**src/rtl/i2c_target.sv**
```systemverilog
// i2c_target: 7-bit-address I2C target with a byte-wide write (rx) and read (tx) handshake.
// SCL/SDA are oversampled on clk; all bus timing is derived from synchronized edges.
module i2c_target #(
   parameter logic [6:0] SLAVE_ADDR = 7'h42
) (
   input  logic       clk,
   input  logic       rst,
   input  logic       scl_in,
   input  logic       sda_in,
   output logic       sda_oe,
   output logic [7:0] rx_data,
   output logic       rx_valid,
   input  logic [7:0] tx_data,
   output logic       tx_req,
   output logic       busy
);
   localparam logic [2:0] IDLE     = 3'd0;
   localparam logic [2:0] ADDR     = 3'd1;
   localparam logic [2:0] ADDR_ACK = 3'd2;
   localparam logic [2:0] WR_BYTE  = 3'd3;
   localparam logic [2:0] WR_ACK   = 3'd4;
   localparam logic [2:0] RD_BYTE  = 3'd5;
   localparam logic [2:0] RD_MACK  = 3'd6;
   localparam logic [2:0] IGNORE   = 3'd7;

   logic [2:0] scl_s, sda_s, state, cnt;
   logic [7:0] sr;
   logic       full;
   logic       scl_rise, scl_fall, start, stop, sda;

   assign scl_rise = scl_s[1] & ~scl_s[2];
   assign scl_fall = ~scl_s[1] & scl_s[2];
   assign start    = scl_s[1] & sda_s[2] & ~sda_s[1];
   assign stop     = scl_s[1] & ~sda_s[2] & sda_s[1];
   assign sda      = sda_s[1];
   assign busy     = state != IDLE;

   // full marks that all 8 bits of a received byte have been shifted in
   always_ff @(posedge clk) begin
      if (rst) begin
         scl_s    <= '1;
         sda_s    <= '1;
         state    <= IDLE;
         cnt      <= '0;
         sr       <= '0;
         full     <= 1'b0;
         sda_oe   <= 1'b0;
         rx_data  <= '0;
         rx_valid <= 1'b0;
         tx_req   <= 1'b0;
      end else begin
         scl_s    <= {scl_s[1:0], scl_in};
         sda_s    <= {sda_s[1:0], sda_in};
         rx_valid <= 1'b0;
         tx_req   <= 1'b0;
         if (start) begin
            state  <= ADDR;
            sda_oe <= 1'b0;
            cnt    <= '0;
            full   <= 1'b0;
         end else if (stop) begin
            state  <= IDLE;
            sda_oe <= 1'b0;
            full   <= 1'b0;
         end else begin
            case (state)
               ADDR, WR_BYTE: begin
                  if (scl_rise) begin
                     sr   <= {sr[6:0], sda};
                     cnt  <= cnt + 3'd1;
                     full <= cnt == 3'd7;
                  end else if (scl_fall && full) begin
                     full <= 1'b0;
                     if (state == WR_BYTE) begin
                        rx_data  <= sr;
                        rx_valid <= 1'b1;
                        sda_oe   <= 1'b1;
                        state    <= WR_ACK;
                     end else if (sr[7:1] == SLAVE_ADDR) begin
                        sda_oe <= 1'b1;
                        state  <= ADDR_ACK;
                     end else begin
                        state <= IGNORE;
                     end
                  end
               end
               // both end on an SCL fall that either starts a read byte or a write byte
               ADDR_ACK, RD_MACK: begin
                  if (state == RD_MACK && scl_rise && sda) begin
                     state <= IGNORE;
                  end else if (scl_fall && (state == RD_MACK || sr[0])) begin
                     tx_req <= 1'b1;
                     sr     <= tx_data;
                     sda_oe <= ~tx_data[7];
                     cnt    <= '0;
                     state  <= RD_BYTE;
                  end else if (scl_fall) begin
                     sda_oe <= 1'b0;
                     cnt    <= '0;
                     state  <= WR_BYTE;
                  end
               end
               WR_ACK: begin
                  if (scl_fall) begin
                     sda_oe <= 1'b0;
                     state  <= WR_BYTE;
                  end
               end
               RD_BYTE: begin
                  if (scl_fall) begin
                     if (cnt == 3'd7) begin
                        sda_oe <= 1'b0;
                        state  <= RD_MACK;
                     end else begin
                        sr     <= {sr[6:0], 1'b0};
                        sda_oe <= ~sr[6];
                        cnt    <= cnt + 3'd1;
                     end
                  end
               end
               default: ;
            endcase
         end
      end
   end
endmodule

```
**config.mk**
```make
export PLATFORM = sky130hd
export DESIGN_NAME = i2c_target
export DESIGN_NICKNAME = d
export VERILOG_FILES = /design/src/rtl/i2c_target.sv
export SDC_FILE = /design/constraint.sdc
export NUM_CORES = 1
export LEC_CHECK = 0
export ABC_AREA = 1
export CORE_UTILIZATION = 35
export CTS_CLUSTER_SIZE = 12
export DETAILED_ROUTE_END_ITERATION = 10
export GPL_ROUTABILITY_DRIVEN = 0
export PLACE_DENSITY_LB_ADDON = 0.12
export SYNTH_ARGS = -nofsm -noshare
export SYNTH_HDL_FRONTEND = slang
export SYNTH_SLANG_ARGS = --single-unit
```
**constraint.sdc**
```tcl
create_clock -name clk -period 1.6 [get_ports clk]
set_input_delay 0.32 -clock clk [delete_from_list [all_inputs] [get_ports clk]]
set_output_delay 0.32 -clock clk [all_outputs]
set_load 0.01 [all_outputs]
```
==> impl_results.html <==
<table>
<tr><th>Metric</th><th>Value</th></tr>
<tr><th colspan="2">Yosys</th></tr>
<tr><td>Number of flops mapped to enable cells by yosys</td><td>0</td></tr>
<tr><td>Sequential cell area fraction in the yosys report</td><td>34.6%</td></tr>
<tr><td>Async S/R FF share, synth</td><td>0%</td></tr>
<tr><td>Nets in the synthesized netlist</td><td>281</td></tr>
<tr><td>YS warnings</td><td>0</td></tr>
<tr><td>Top flip-flop cell by instance count after synthesis</td><td>sky130_fd_sc_hd__dfxtp_1</td></tr>
<tr><td>Synthesized flop and latch total</td><td>32</td></tr>
<tr><td>Distinct cell type count after synthesis</td><td>30</td></tr>
<tr><td>Post-synthesis instance area</td><td>1850 sq um</td></tr>
<tr><td>Cell type contributing the most total cell area after synthesis</td><td>sky130_fd_sc_hd__dfxtp_1</td></tr>
<tr><td>Average footprint of a synthesized cell</td><td>6.93 sq um</td></tr>
<tr><td>Top cells by area, synth</td><td>sky130_fd_sc_hd__dfxtp_1 35%, sky130_fd_sc_hd__nand2_1 12%, sky130_fd_sc_hd__nor2_1 8.7%</td></tr>
<tr><td>Gate Count Post-Synth</td><td>267</td></tr>
<tr><td>Area share of the largest cell type after synthesis</td><td>34.6%</td></tr>
<tr><th colspan="2">Layout</th></tr>
<tr><td>Filler cells</td><td>530</td></tr>
<tr><td>Area taken by multi-input logic gates</td><td>1050 sq um</td></tr>
<tr><td>Leading cell types in the layout, fill and taps excluded</td><td>55 x sky130_fd_sc_hd__nand2_1, 40 x sky130_fd_sc_hd__nor2_1, 29 x sky130_fd_sc_hd__dfxtp_1</td></tr>
<tr><td>Final Net Count</td><td>321</td></tr>
<tr><td>Layout cell share with drive strength beyond 1</td><td>24.4%</td></tr>
<tr><td>Post-layout utilization of the core</td><td>46.8%</td></tr>
<tr><td>Ant diodes</td><td>0</td></tr>
<tr><td>Area Growth Syn to Fin</td><td>29.2%</td></tr>
<tr><td>Sequential standard cell area</td><td>649 sq um</td></tr>
<tr><td>Most common cell after layout, fill and taps aside</td><td>sky130_fd_sc_hd__nand2_1</td></tr>
<tr><th colspan="2">Setup path</th></tr>
<tr><td>Number of buffers and inverters on the critical path</td><td>1</td></tr>
<tr><td>Category of cells accounting for the largest share of critical-path delay</td><td>buffers and inverters</td></tr>
<tr><td>Critical path data arrival time</td><td>1200 ps</td></tr>
<tr><td>Slack of the worst reg-to-reg path</td><td>80 ps</td></tr>
<tr><td>Worst path max stage delay</td><td>540 ps</td></tr>
<tr><td>Element type at the critical path end</td><td>primary output</td></tr>
<tr><td>Crit path launch type</td><td>flip-flop</td></tr>
<tr><td>Cell at the slowest stage of the critical path</td><td>sky130_fd_sc_hd__clkdlybuf4s50_1</td></tr>
<tr><td>Largest fanout on the critical path</td><td>3</td></tr>
<tr><td>Crit Reg-Reg Endpoint</td><td>cnt[2]$_SDFFE_PP0P_</td></tr>
<tr><td>Cells along the critical path</td><td>clkdlybuf4s50_1</td></tr>
<tr><td>Required time of the worst setup path</td><td>1280 ps</td></tr>
<tr><td>Launch instance of the worst register-to-register path</td><td>cnt[0]$_SDFFE_PP0P_</td></tr>
<tr><td>Critical Setup Path Class</td><td>reg2out</td></tr>
<tr><td>Reg2reg path depth</td><td>7</td></tr>
<tr><th colspan="2">Route</th></tr>
<tr><td>Number of design-rule violations left by the first detailed-router iteration</td><td>113</td></tr>
<tr><td>Via count</td><td>1790</td></tr>
<tr><td>Routed vias/inst</td><td>4.74</td></tr>
<tr><td>Post-detailed-route count of antenna-violating nets</td><td>0</td></tr>
<tr><td>Detailed-routed wire length on met2</td><td>2110 um</td></tr>
<tr><td>Router iterations before antenna repair</td><td>7</td></tr>
<tr><td>Total wire length</td><td>4780 um</td></tr>
<tr><td>Max layer used</td><td>met4</td></tr>
<tr><td>Wire length on met1</td><td>2410 um</td></tr>
<tr><td>Routed length on met3</td><td>179 um</td></tr>
<tr><td>DRC Markers</td><td>1</td></tr>
<tr><td>Average wire length per cell after detail routing</td><td>12.6 um</td></tr>
<tr><th colspan="2">Run status</th></tr>
<tr><td>Violations in the final reports</td><td>design-rule violations</td></tr>
<tr><td>Result of the run</td><td>finished with violations</td></tr>
<tr><th colspan="2">CTS</th></tr>
<tr><td>Cts bufs inserted</td><td>5</td></tr>
<tr><td>Clock Pin Slew Worst Setup and Hold Paths</td><td>80 ps</td></tr>
<tr><td>Library cell used as clock root buffer</td><td>sky130_fd_sc_hd__clkbuf_8</td></tr>
<tr><td>Number of buffers added for setup after CTS</td><td>0</td></tr>
<tr><td>Clock Latency Late Sink</td><td>290 ps</td></tr>
<tr><td>Post-CTS Hold Fix Bufs</td><td>0</td></tr>
<tr><td>Maximum clock insertion buffer count</td><td>2</td></tr>
<tr><td>CTS H-tree depth</td><td>2</td></tr>
<tr><td>CTS tree</td><td>done</td></tr>
<tr><td>Num Clock Sinks</td><td>32</td></tr>
<tr><th colspan="2">STA</th></tr>
<tr><td>Final setup fails</td><td>0</td></tr>
<tr><td>Skew final</td><td>9.95 ps</td></tr>
<tr><td>Tightest slew margin relative to the limit</td><td>77.3%</td></tr>
<tr><td>Transition time of the tightest slew-check pin</td><td>338 ps</td></tr>
<tr><td>Max Clock Freq</td><td>657 MHz</td></tr>
<tr><td>Final worst path period need</td><td>1520 ps</td></tr>
<tr><td>Setup tns final</td><td>0 ps</td></tr>
<tr><td>Tcrit/Tclk final</td><td>95.2%</td></tr>
<tr><td>Final hold violation count</td><td>0</td></tr>
<tr><td>Slew Limit Fails</td><td>0</td></tr>
<tr><th colspan="2">Worst hold path</th></tr>
<tr><td>Hold Crit Start</td><td>scl_s[0]$_SDFF_PP1_</td></tr>
<tr><td>Worst Hold Depth</td><td>1</td></tr>
<tr><td>End of the worst hold path</td><td>scl_s[1]$_SDFF_PP1_</td></tr>
<tr><td>Hold Path Class</td><td>reg2reg</td></tr>
<tr><th colspan="2">Placement</th></tr>
<tr><td>Detailed placement HPWL</td><td>3490 um</td></tr>
<tr><td>Number of buffer cells added on primary ports</td><td>23</td></tr>
<tr><th colspan="2">Global routing</th></tr>
<tr><td>Maximum number of pins on one net before global-route repair</td><td>20</td></tr>
<tr><td>Number of antenna violations at the first check in global routing</td><td>0</td></tr>
<tr><td>Overall overflow remaining after global route</td><td>0</td></tr>
<tr><td>Number of global-route vias before repair</td><td>1664</td></tr>
<tr><td>Wire length of the first global-routing pass</td><td>7680 um</td></tr>
<tr><td>Aggregate global-route resource usage</td><td>18.5%</td></tr>
<tr><th colspan="2">Power and ir drop</th></tr>
<tr><td>Lkg Pwr</td><td>1.09 nW</td></tr>
<tr><td>Overall power consumption</td><td>3.40 mW</td></tr>
<tr><td>IR drop worst, VDD</td><td>0.610 mV</td></tr>
<tr><td>Areal power density over the cells</td><td>1420 nW/um^2</td></tr>
<tr><th colspan="2">Die</th></tr>
<tr><td>Vert. Die Dim</td><td>74.7 um</td></tr>
<tr><td>Width of the die</td><td>74.7 um</td></tr>
<tr><td>Floorplan Core Area</td><td>5110 sq um</td></tr>
<tr><td>Die ar.</td><td>5580 sq um</td></tr>
<tr><td>Starting Density</td><td>36.2%</td></tr>
<tr><td>Placement Rows</td><td>26</td></tr>
<tr><td>Top-level I/O count</td><td>24</td></tr>
<tr><th colspan="2">Flow run</th></tr>
<tr><td>Count of maximum capacitance violations</td><td>0</td></tr>
</table>
-- flip-flops by register name (all words and copies together) (netlist names) --
name	count
rx_valid	1
sr	8
state	3
cnt	3
sda_oe	1
sda_s	3
tx_req	1
rx_data	8
full	1
scl_s	3
-- timing repair --
| item | CTS | global route |
|---|---|---|
| gates cloned | 0 | 1 |
| resized for setup | 6 | 8 |
| setup endpoints to repair | 3 | 15 |
| pin swaps | 1 | 5 |
-- cell usage after synthesis (3+ instances only) --
master,count
sky130_fd_sc_hd__nand2_1,57
sky130_fd_sc_hd__nor2_1,43
sky130_fd_sc_hd__dfxtp_1,32
sky130_fd_sc_hd__inv_1,21
sky130_fd_sc_hd__nand3_1,13
sky130_fd_sc_hd__nand4_1,13
sky130_fd_sc_hd__a21oi_1,12
sky130_fd_sc_hd__nor2_2,12
sky130_fd_sc_hd__o21ai_1,11
sky130_fd_sc_hd__inv_2,9
sky130_fd_sc_hd__o21ai_0,7
sky130_fd_sc_hd__buf_4,4
sky130_fd_sc_hd__or2_2,4
sky130_fd_sc_hd__nand2_4,3
sky130_fd_sc_hd__nor2_4,3
sky130_fd_sc_hd__nor3_1,3
-- final cells by class --
type | instances | share of cell area [%]
Timing Repair Buffer | 39 | 15.1
Clock buffer | 6 | 3.04
Multi-Input combinational cell | 195 | 43.9
Tap cell | 70 | 3.67
Clock inverter | 2 | 1.47
Sequential cell | 32 | 27.2
Inverter | 34 | 5.55
-- worst max path at each step --
stage                                startpoint                 endpoint  slack [ps]  depth (start not counted)
after floorplan             cnt[0]$_SDFFE_PP0P_       sr[6]$_SDFFE_PP0P_         170                          9
after global placement    state[0]$_SDFFE_PP0P_                     busy          20                          3
after detailed placement                    rst  rx_data[4]$_SDFFE_PP0P_          30                          5
after CTS                   cnt[0]$_SDFFE_PP0P_      cnt[2]$_SDFFE_PP0P_           7                          8
after global routing        cnt[0]$_SDFFE_PP0P_      cnt[2]$_SDFFE_PP0P_        -0.6                          7
final                       sda_oe$_SDFFE_PP0P_                   sda_oe          80                          1
-- cell families (layout without fill, tap and decap cells) --
family,Yosys count,after routing,synth area share [%]
fa+ha+maj,2,2,1.35
buf+inv,41,81,10.2
compound gates,32,32,8.93
simple gates,160,161,44.9
flops,32,32,34.6
-- per-layer routing --
layer,GRT usage [%],up-vias
li1,-,938
met1,26.2,812
met2,27.9,32
met3,3.48,8
met4,6.92,0
met5,0,-
-- power breakdown --
part	switching, mW	internal, mW
combinational	0.955	0.592
clock	0.335	0.463
sequential	0.137	0.921
total	1.43	1.98
-- stage by stage --
step	worst slack (ps)	hold slack (ps)	instances	instance area, sq um
floorplan	174	389	267	1850
detailed placement	26.3	395	369	2240
finish	77.0	410	378	2390
CTS	6.61	412	377	2360
global placement	22.4	392	369	2240
global route	-0.598	422	378	2390
(Power assumes the default switching activity.)
